`src/rtl/pipeline_pkg.sv`:
```
// Shared constants for the pipeline: ALU op codes, WB control bit
// positions and the execute-stage FSM state encodings.
package pipeline_pkg;

  localparam logic [3:0] OP_ADD   = 4'd0;
  localparam logic [3:0] OP_ADDU  = 4'd1;
  localparam logic [3:0] OP_SUB   = 4'd2;
  localparam logic [3:0] OP_SUBU  = 4'd3;
  localparam logic [3:0] OP_AND   = 4'd4;
  localparam logic [3:0] OP_OR    = 4'd5;
  localparam logic [3:0] OP_XOR   = 4'd6;
  localparam logic [3:0] OP_NOR   = 4'd7;
  localparam logic [3:0] OP_SLT   = 4'd8;
  localparam logic [3:0] OP_SLTU  = 4'd9;
  localparam logic [3:0] OP_SLL   = 4'd10;
  localparam logic [3:0] OP_SRL   = 4'd11;
  localparam logic [3:0] OP_SRA   = 4'd12;
  localparam logic [3:0] OP_MULTU = 4'd13;
  localparam logic [3:0] OP_MFHI  = 4'd14;
  localparam logic [3:0] OP_MFLO  = 4'd15;

  // Bit positions inside the 2-bit WB control bundle.
  localparam int WB_REGWRITE = 1;
  localparam int WB_MEMTOREG = 0;

  // Execute-stage FSM: IDLE accepts instructions, MUL runs the multiplier.
  localparam logic [0:0] ST_IDLE = 1'b0;
  localparam logic [0:0] ST_MUL  = 1'b1;

endpackage

```
`src/rtl/multu_iter.sv`:
```
// Iterative unsigned shift-add multiplier. The multiplier operand sits in
// the low half of the accumulator and is shifted out one bit per cycle
// while the partial product grows into the upper half.
module multu_iter #(
  parameter int WIDTH      = 32,
  parameter int MUL_CYCLES = 32
) (
  input  logic                 clk,
  input  logic                 rst,
  input  logic                 start,
  input  logic [WIDTH-1:0]     multiplicand,
  input  logic [WIDTH-1:0]     multiplier,
  output logic                 busy,
  output logic [2*WIDTH-1:0]   product,
  output logic                 done
);

  localparam int CW = $clog2(MUL_CYCLES);
  localparam logic [CW-1:0] LAST = CW'(MUL_CYCLES - 1);

  logic [WIDTH-1:0]   mcand;
  logic [2*WIDTH-1:0] acc;
  logic [CW-1:0]      count;
  logic               busy_r;
  logic [WIDTH:0]     partial;

  // Add the multiplicand into the upper half when the current multiplier bit is set.
  always_comb begin
    partial = {1'b0, acc[2*WIDTH-1:WIDTH]} + (acc[0] ? {1'b0, mcand} : '0);
  end

  // product is the accumulator after this cycle's iteration, so on the
  // final iteration it already holds the complete result.
  assign product = {partial, acc[WIDTH-1:1]};
  assign done    = busy_r && (count == LAST);
  assign busy    = busy_r;

  // Load operands on start, then run one iteration per cycle until the last one.
  always_ff @(posedge clk) begin
    if (rst) begin
      mcand  <= '0;
      acc    <= '0;
      count  <= '0;
      busy_r <= 1'b0;
    end else if (start && !busy_r) begin
      mcand  <= multiplicand;
      acc    <= {{WIDTH{1'b0}}, multiplier};
      count  <= '0;
      busy_r <= 1'b1;
    end else if (busy_r) begin
      acc   <= product;
      count <= count + CW'(1);
      if (count == LAST) begin
        busy_r <= 1'b0;
      end
    end
  end

endmodule

```
`src/rtl/ex_stage.sv`:
```
// Execute stage: ALU, destination selection, HI/LO multiply unit and the
// EX/MEM pipeline register feeding the memory stage.
module ex_stage
  import pipeline_pkg::*;
#(
  parameter int WIDTH      = 32,
  parameter int MUL_CYCLES = 32
) (
  input  logic             CLK,
  input  logic             RST,
  input  logic             in_valid,
  input  logic             flush,
  input  logic [1:0]       control_wb_in,
  input  logic             MemRead_in,
  input  logic             MemWrite_in,
  input  logic [3:0]       alu_op,
  input  logic             alu_src,
  input  logic             reg_dst,
  input  logic [WIDTH-1:0] rs_data,
  input  logic [WIDTH-1:0] rt_data,
  input  logic [WIDTH-1:0] imm,
  input  logic [4:0]       shamt,
  input  logic [4:0]       rt,
  input  logic [4:0]       rd,
  output logic             busy,
  output logic [1:0]       control_wb,
  output logic             MemRead,
  output logic             MemWrite,
  output logic [WIDTH-1:0] address,
  output logic [WIDTH-1:0] writeData,
  output logic [4:0]       write_register,
  output logic             out_valid,
  output logic             overflow
);

  logic [0:0]         state;
  logic [WIDTH-1:0]   hi;
  logic [WIDTH-1:0]   lo;
  logic [WIDTH-1:0]   op_b;
  logic [WIDTH-1:0]   add_res;
  logic [WIDTH-1:0]   sub_res;
  logic [WIDTH-1:0]   alu_result;
  logic               alu_ovf;
  logic               accept;
  logic               is_multu;
  logic               mul_busy;
  logic               mul_done;
  logic [2*WIDTH-1:0] mul_product;
  logic [1:0]         wb_next;

  assign op_b     = alu_src ? imm : rt_data;
  assign add_res  = rs_data + op_b;
  assign sub_res  = rs_data - op_b;
  assign is_multu = (alu_op == OP_MULTU);
  assign accept   = in_valid && !flush && (state == ST_IDLE) && !mul_busy;
  assign busy     = (state == ST_MUL);

  multu_iter #(
    .WIDTH      (WIDTH),
    .MUL_CYCLES (MUL_CYCLES)
  ) u_multu (
    .clk          (CLK),
    .rst          (RST),
    .start        (accept && is_multu),
    .multiplicand (rs_data),
    .multiplier   (op_b),
    .busy         (mul_busy),
    .product      (mul_product),
    .done         (mul_done)
  );

  // ALU result and signed-overflow detection for ADD/SUB.
  always_comb begin
    alu_result = '0;
    alu_ovf    = 1'b0;
    case (alu_op)
      OP_ADD: begin
        alu_result = add_res;
        alu_ovf    = (rs_data[WIDTH-1] == op_b[WIDTH-1]) && (add_res[WIDTH-1] != rs_data[WIDTH-1]);
      end
      OP_ADDU: alu_result = add_res;
      OP_SUB: begin
        alu_result = sub_res;
        alu_ovf    = (rs_data[WIDTH-1] != op_b[WIDTH-1]) && (sub_res[WIDTH-1] != rs_data[WIDTH-1]);
      end
      OP_SUBU:  alu_result = sub_res;
      OP_AND:   alu_result = rs_data & op_b;
      OP_OR:    alu_result = rs_data | op_b;
      OP_XOR:   alu_result = rs_data ^ op_b;
      OP_NOR:   alu_result = ~(rs_data | op_b);
      OP_SLT:   alu_result = {{(WIDTH-1){1'b0}}, ($signed(rs_data) < $signed(op_b))};
      OP_SLTU:  alu_result = {{(WIDTH-1){1'b0}}, (rs_data < op_b)};
      OP_SLL:   alu_result = op_b << shamt;
      OP_SRL:   alu_result = op_b >> shamt;
      OP_SRA:   alu_result = $unsigned($signed(op_b) >>> shamt);
      OP_MFHI:  alu_result = hi;
      OP_MFLO:  alu_result = lo;
      default:  alu_result = '0;
    endcase
  end

  // An overflowing ADD/SUB still travels down the pipe but must not write a register.
  always_comb begin
    wb_next              = '0;
    wb_next[WB_REGWRITE] = control_wb_in[WB_REGWRITE] && !alu_ovf;
    wb_next[WB_MEMTOREG] = control_wb_in[WB_MEMTOREG];
  end

  // FSM and HI/LO: start the multiply on an accepted MULTU, capture the product when it finishes.
  always_ff @(posedge CLK) begin
    if (RST) begin
      state <= ST_IDLE;
      hi    <= '0;
      lo    <= '0;
    end else begin
      case (state)
        ST_IDLE: begin
          if (accept && is_multu) begin
            state <= ST_MUL;
          end
        end
        ST_MUL: begin
          if (mul_done) begin
            hi    <= mul_product[2*WIDTH-1:WIDTH];
            lo    <= mul_product[WIDTH-1:0];
            state <= ST_IDLE;
          end
        end
        default: state <= ST_IDLE;
      endcase
    end
  end

  // EX/MEM register: load accepted non-MULTU instructions, otherwise insert a bubble with held data fields.
  always_ff @(posedge CLK) begin
    if (RST) begin
      control_wb     <= '0;
      MemRead        <= 1'b0;
      MemWrite       <= 1'b0;
      address        <= '0;
      writeData      <= '0;
      write_register <= '0;
      out_valid      <= 1'b0;
      overflow       <= 1'b0;
    end else if (accept && !is_multu) begin
      control_wb     <= wb_next;
      MemRead        <= MemRead_in;
      MemWrite       <= MemWrite_in;
      address        <= alu_result;
      writeData      <= rt_data;
      write_register <= reg_dst ? rd : rt;
      out_valid      <= 1'b1;
      overflow       <= alu_ovf;
    end else begin
      control_wb <= '0;
      MemRead    <= 1'b0;
      MemWrite   <= 1'b0;
      out_valid  <= 1'b0;
      overflow   <= 1'b0;
    end
  end

endmodule

```
`config.mk`:
```
export PLATFORM = sky130hd
export DESIGN_NAME = ex_stage
export DESIGN_NICKNAME = d
export VERILOG_FILES = /design/src/rtl/pipeline_pkg.sv /design/src/rtl/multu_iter.sv /design/src/rtl/ex_stage.sv
export SDC_FILE = /design/constraint.sdc
export NUM_CORES = 1
export LEC_CHECK = 0
export ABC_CLOCK_PERIOD_IN_PS = 5750
export CORE_ASPECT_RATIO = 1.5
export CORE_UTILIZATION = 50
export DETAILED_ROUTE_END_ITERATION = 10
export PLACE_DENSITY_LB_ADDON = 0.05
export SLEW_MARGIN = 15
export SYNTH_ARGS = -nofsm -noshare
export SYNTH_HDL_FRONTEND = slang
export SYNTH_SLANG_ARGS = --single-unit
```
`constraint.sdc`:
```
create_clock -name CLK -period 5.75 [get_ports CLK]
set_input_delay 1.4375 -clock CLK [delete_from_list [all_inputs] [get_ports CLK]]
set_output_delay 1.4375 -clock CLK [all_outputs]
set_load 0.02 [all_outputs]
```
==> flow_summary.ini, run 1 <==
[run_status]
status = finished clean

[die]
die_w_um = 168
io_pins = 201
initial_utilization_pct = 51.0
num_rows = 90
die_area_um2 = 42100
die-height_um = 251
core_um2 = 40400

[clock_tree]
clock-sinks = 242
clkLatencyLatePin_ns = 0.57
cts_hold_buf = 0
cts_made_buffers = 27
cts_root_buf = clkbuf_16
post_cts_resized = 0
cts_setup_buffers = 0
cts.reportedPaths.clkPinSlew_ns = 0.06
htreeDepth = 1
cts_tree = yes
cts_buffer_depth = 3

[placed_design]
gp_congestion = 1.07
place_ws_ns = 0.189
port_buffers = 200
placedCellCount = 3365
dp_hpwl_mm = 67.8

[sta]
clock_skew_ns = 0.0150
finalCriticalPeriod_ns = 5.03
finalHoldViolations = 0
setup_slack_ns = 0.717
tightest_slew_ns = 1.40
slew_headroom_pct = 6.83
rsz0062_at_grt = no
drv_slew = 0
period_share_pct = 87.5
fin_setup_tns_ns = 0
fmax_ghz = 0.199
setup_viol = 0

[synthesis]
avgSynthCellArea_um2 = 7.49
async_reset_ff_share_pct = 0
synth_nets = 3012
synth_ff_type = dfxtp_1
yosysSeqAreaShare_pct = 23.5
syn_inst = 2753
ys_warn_count = 0
synthDistinctLibCells = 83
syn-cell-area_um2 = 20600
synth_edf_count = 0
ys_ff_latch = 242

[grt]
grt_max_degree = 128
grtUsageTotal_pct = 41.1
first_global_vias = 21300
antenna_found_initial = 1
grt_first_pass_wirelength_mm = 131
grt_overflow_total = 0

[route]
ant_nets = 0
wirelength_mm = 88.1
first_iter_violations = 2386
via_per_inst = 6.50
remaining_drc_errors = 0
first_pass_iters = 6
drt-wirelength-per-cell_um = 25.8
vias = 22200

[setup_path]
end_kind = flop
slowest_stage = mux2i_1
startpoint_type = primary input
cp_slowest_stage_delay_ns = 0.52
worstPathArrival_ns = 5.50
path_cells = clkdlybuf4s50_1 -> mux2i_1 -> ha_1 -> a211o_1 -> a211o_1 -> o21ai_1 -> o21ai_1 -> a221o_1 -> a211oi_2 -> o21bai_1 -> xnor2_1 -> nand2_1 -> a311oi_1
crit_type = in2reg
path_max_fanout = 6
worst_ep_required_time_ns = 6.22

[finish]
final_cells = 3414
nFillCells = 3647
multi_input_area_um2 = 14600
fin_nets = 3147
layout.area.seq_um2 = 4850
areaGrowthSynthToFinish_pct = 17.1
drive_above_1_share_pct = 9.56
post-route-util_pct = 59.7

[power_and_ir_drop]
power_density_nw_per_um2 = 215
vdd_drop_max_mv = 0.223
p_leak_nw = 9.47
finalPower_w = 0.00519

[job]
drv_cap = 0

[worst_hold_path]
hp-class = reg2reg
path summary, 6_finish.rpt:
check                                 startpoint                to  slack (ns)  cells after the start
worst max-delay path                      imm[7]       address[28]        0.72                     13
worst min-delay path            u_multu.mcand[6]  u_multu.mcand[6]        0.45                      2
worst max register to register    u_multu.acc[0]            hi[29]        1.99                     15
worst min register to register  u_multu.mcand[6]  u_multu.mcand[6]        0.45                      2
sequential cells by signal, indices dropped and copies added, names as in the netlist:
register / count
u_multu.busy: 1
lo: 32
u_multu.acc: 64
MemWrite: 1
hi: 32
u_multu.mcand: 32
out_valid: 1
MemRead: 1
writeData: 32
control_wb: 2
write_register: 5
busy: 1
overflow: 1
u_multu.count: 5
address: 32
layout make-up:
type | count | area share [%]
Sequential cell | 242 | 20.1
Clock buffer | 34 | 3.07
Antenna cell | 1 | 0.0104
Tap cell | 506 | 2.62
Timing Repair Buffer | 303 | 11.4
Multi-Input combinational cell | 2200 | 60.4
Clock inverter | 14 | 0.606
Inverter | 114 | 1.77
per-layer routing:
| layer | vias to the layer above | wire [um] | GRT usage, % |
|---|---|---|---|
| li1 | 10100 | - | - |
| met1 | 10700 | 34100 | 49.8 |
| met2 | 1117 | 40600 | 66.8 |
| met3 | 273 | 6410 | 5.90 |
| met4 | 0 | 6970 | 28.9 |
| met5 | - | 0 | 0 |
critical path: cells and delay by family:
kind / cells / cell delay [ns]
muxes: 1 / 0.52
adders and majority gates: 1 / 0.41
AOI/OAI and AO/OA: 8 / 2.39
xor gates and xnor gates: 1 / 0.15
and+or+nand+nor: 1 / 0.07
buffers and inverters: 1 / 0.51
cells in the final DEF, fill, tap and decap left out, drive strengths merged, types with 12 or more instances in the layout:
cell type      Yosys  final
a211oi            37     37
a21o              22     22
a21oi            307    307
a221oi            45     45
a222oi            14     14
a22oi             37     37
a311oi            14     14
and2              44     44
buf               62    110
clkbuf           135     34
clkdlybuf4s50      0    193
dfxtp            242    242
ha               131    131
inv              112    116
mux2              33     33
mux2i            115    115
mux4              58     58
nand2            437    437
nand2b            26     26
nand3             30     30
nand4             19     19
nor2             313    313
nor3              57     57
nor4              12     12
o211ai            21     21
o21ai            131    131
o21bai            18     18
o221ai            12     12
o22ai             17     17
o31ai             17     17
xnor2             80     80
xor2              12     12
per-stage QoR:
| step | area [um^2] | hold slack [ns] |
|---|---|---|
| final | 24100 | 0.452 |
| after global placement | 23300 | 0.437 |
| after global routing | 24100 | 0.469 |
| after detailed placement | 23300 | 0.443 |
| after CTS | 24100 | 0.452 |
| after floorplan | 20600 | 0.431 |
kinds of logic (layout without fill, tap and decap cells):
logic type | after synthesis | in the layout | share of synthesized area (%)
flops | 242 | 242 | 23.5
fa+ha+maj | 134 | 134 | 8.24
compound gates | 784 | 784 | 24.3
buf+inv | 311 | 465 | 5.93
simple gates | 984 | 984 | 20.4
mux | 206 | 206 | 13.7
other cells | 0 | 1 | 0
xor+xnor | 92 | 92 | 3.91
Yosys cell counts, drive strengths merged, types with 26 or more instances:
cell    count  area share (%)
xnor2      80             3.4
dfxtp     242              23
and2       44             1.3
a211oi     37             1.4
ha        131             7.9
a22oi      37             1.3
mux4       58             6.3
a221oi     45             1.9
o21ai     131             3.2
a21oi     307             7.5
mux2i     115             5.6
inv       112             2.0
nor3       57             1.4
nand2     437             8.0
clkbuf    135             2.5
nor2      313             5.7
buf        62             1.4
nand3      30            0.73
mux2       33             1.8
nand2b     26            0.79
power breakdown:
group	internal (W)	switching, W	total, W
sequential	0.00171	0.0000296	0.00174
combinational	0.000623	0.00104	0.00167
clock	0.00101	0.000774	0.00178
No activity file was read; power rests on OpenSTA's default activity.
==> inputs of run 2 (changes only) <==
Settings changed: CORE_UTILIZATION 50 to 59.
==> run 2 against run 1 <==
  * Largest power group unchanged
  * Flip-flop and latch count unchanged
  * Clock skew increased by 0.00059 ns
  * Worst setup slack worse by 0.22 ns
  * Fmax is 4.2% lower
  * Critical path depth is 1 higher
  * Register-to-register slack lost 0.58 ns
==> flow_summary.ini, run 2 (synthesized netlist as in run 1, its figures left out) <==
[clock_tree]
clock-sinks = 242
cts_tree = yes
cts_root_buf = clkbuf_16
cts_buffer_depth = 3
cts_setup_buffers = 0
post_cts_resized = 0
cts.reportedPaths.clkPinSlew_ns = 0.07
cts_made_buffers = 25
cts_hold_buf = 0
htreeDepth = 1
clkLatencyLatePin_ns = 0.57

[placed_design]
gp_congestion = 1.08
port_buffers = 200
dp_hpwl_mm = 65.7
place_ws_ns = 0.245

[sta]
rsz0062_at_grt = no
fin_setup_tns_ns = 0
finalHoldViolations = 0
finalCriticalPeriod_ns = 5.25
period_share_pct = 91.3
clock_skew_ns = 0.0156
whs_ns = 0.452
fmax_ghz = 0.190
slew_headroom_pct = 11.1
tightest_slew_ns = 1.32
setup_viol = 0
drv_slew = 0
setup_slack_ns = 0.498

[power_and_ir_drop]
vdd_drop_max_mv = 0.273
p_int_w = 0.00336
p_leak_nw = 9.38
p_clk_share_pct = 34.9
swShare_pct = 35.8
power.switching_w = 0.00187
combPwrFrac_pct = 31.8
power_density_nw_per_um2 = 218
p_seq_share_pct = 33.3

[die]
die-height_um = 231
die_w_um = 155
num_rows = 83
io_pins = 201
die_area_um2 = 35700
initial_utilization_pct = 60.0
core_um2 = 34400

[route]
vias = 23100
drt-wirelength-per-cell_um = 26.7
remaining_drc_errors = 0
first_iter_violations = 2985
via_per_inst = 6.89
wirelength_mm = 89.5
ant_nets = 0
first_pass_iters = 7

[finish]
fin_nets = 3126
nFillCells = 2704
final_common_cell = nand2_1
final_cell_mix = nand2_1, nor2_1, a21oi_1
areaGrowthSynthToFinish_pct = 16.3
post-route-util_pct = 69.8
largest_reg_flops = 64
drive_above_1_share_pct = 8.87
top_register = u_multu.acc

[grt]
first_global_vias = 22300
grtUsageTotal_pct = 48.7
grt_overflow_total = 0
antenna_found_initial = 4
grt_first_pass_wirelength_mm = 132
grt_max_degree = 107

[setup_path]
path_max_fanout = 16
worst_ep_required_time_ns = 6.17
r2r_slack_ns = 1.41
cp_slowest_stage_delay_ns = 0.91
end_kind = flop
slowest_stage = a221oi_1
startpoint_type = primary input
worstPathArrival_ns = 5.67
path_cells = buf_4 -> buf_4 -> mux2i_1 -> ha_1 -> clkinv_1 -> o311a_1 -> or4b_1 -> nand2_1 -> o21ai_2 -> o22ai_2 -> mux2i_1 -> xnor2_1 -> a221oi_1 -> nor3_1
crit_type = in2reg

[run_status]
status = finished clean

[job]
drv_cap = 0

[worst_hold_path]
hp-class = reg2reg
-- run 2: cell type report --
class	count	area, um^2	share of cell area [%]
Multi-Input combinational cell	2200	14600	60.8
Tap cell	467	584	2.44
Clock buffer	32	692	2.88
Antenna cell	1	2.50	0.0104
Sequential cell	242	4850	20.2
Inverter	114	428	1.78
Timing Repair Buffer	284	2650	11.1
Clock inverter	13	198	0.824
-- run 2: power groups by stage --
stage                     registers, W  logic (W)  clock network, W
final                          0.00174    0.00167           0.00183
after floorplan                0.00181   0.000934                 0
after global routing           0.00174    0.00173           0.00189
after detailed placement       0.00178    0.00157                 0
after CTS                      0.00174    0.00159           0.00182
after global placement         0.00178    0.00156                 0
-- run 2: per-layer routing --
metal  vias to the layer above  routed length, um  share of wire (%)  GRT usage, %
met5                         -                 59              0.066             0
met4                         8               8020                9.0          38.6
met3                       431               9970                 11          11.7
met2                      1669              40600                 45          78.8
met1                     10900              30900                 34          54.8
li1                      10100                  -                  -             -
-- run 2: through the flow --
| step | area [um^2] | cells | total power [W] |
|---|---|---|---|
| after floorplan | 20600 | 2753 | 0.00274 |
| after global placement | 23100 | 3307 | 0.00334 |
| after detailed placement | 23100 | 3307 | 0.00335 |
| after CTS | 24000 | 3352 | 0.00515 |
| after global routing | 24000 | 3352 | 0.00536 |
| final | 24000 | 3353 | 0.00524 |
-- run 2: final timing paths --
kind                                        start           endpoint  cells past startpoint
worst max-delay path                      alu_src        address[18]                     14
worst min-delay path            u_multu.mcand[19]  u_multu.mcand[19]                      2
worst max register to register     u_multu.acc[0]             hi[27]                     12
worst min register to register  u_multu.mcand[19]  u_multu.mcand[19]                      2
-- run 2: worst max-delay path: cells and delay by family --
family / cells / cell delay [ns]
AOI/OAI and AO/OA: 4 / 1.37
xor gates and xnor gates: 1 / 0.18
adders and majority gates: 1 / 0.44
buffers and inverters: 3 / 0.74
muxes: 2 / 0.73
and+or+nand+nor: 3 / 0.74
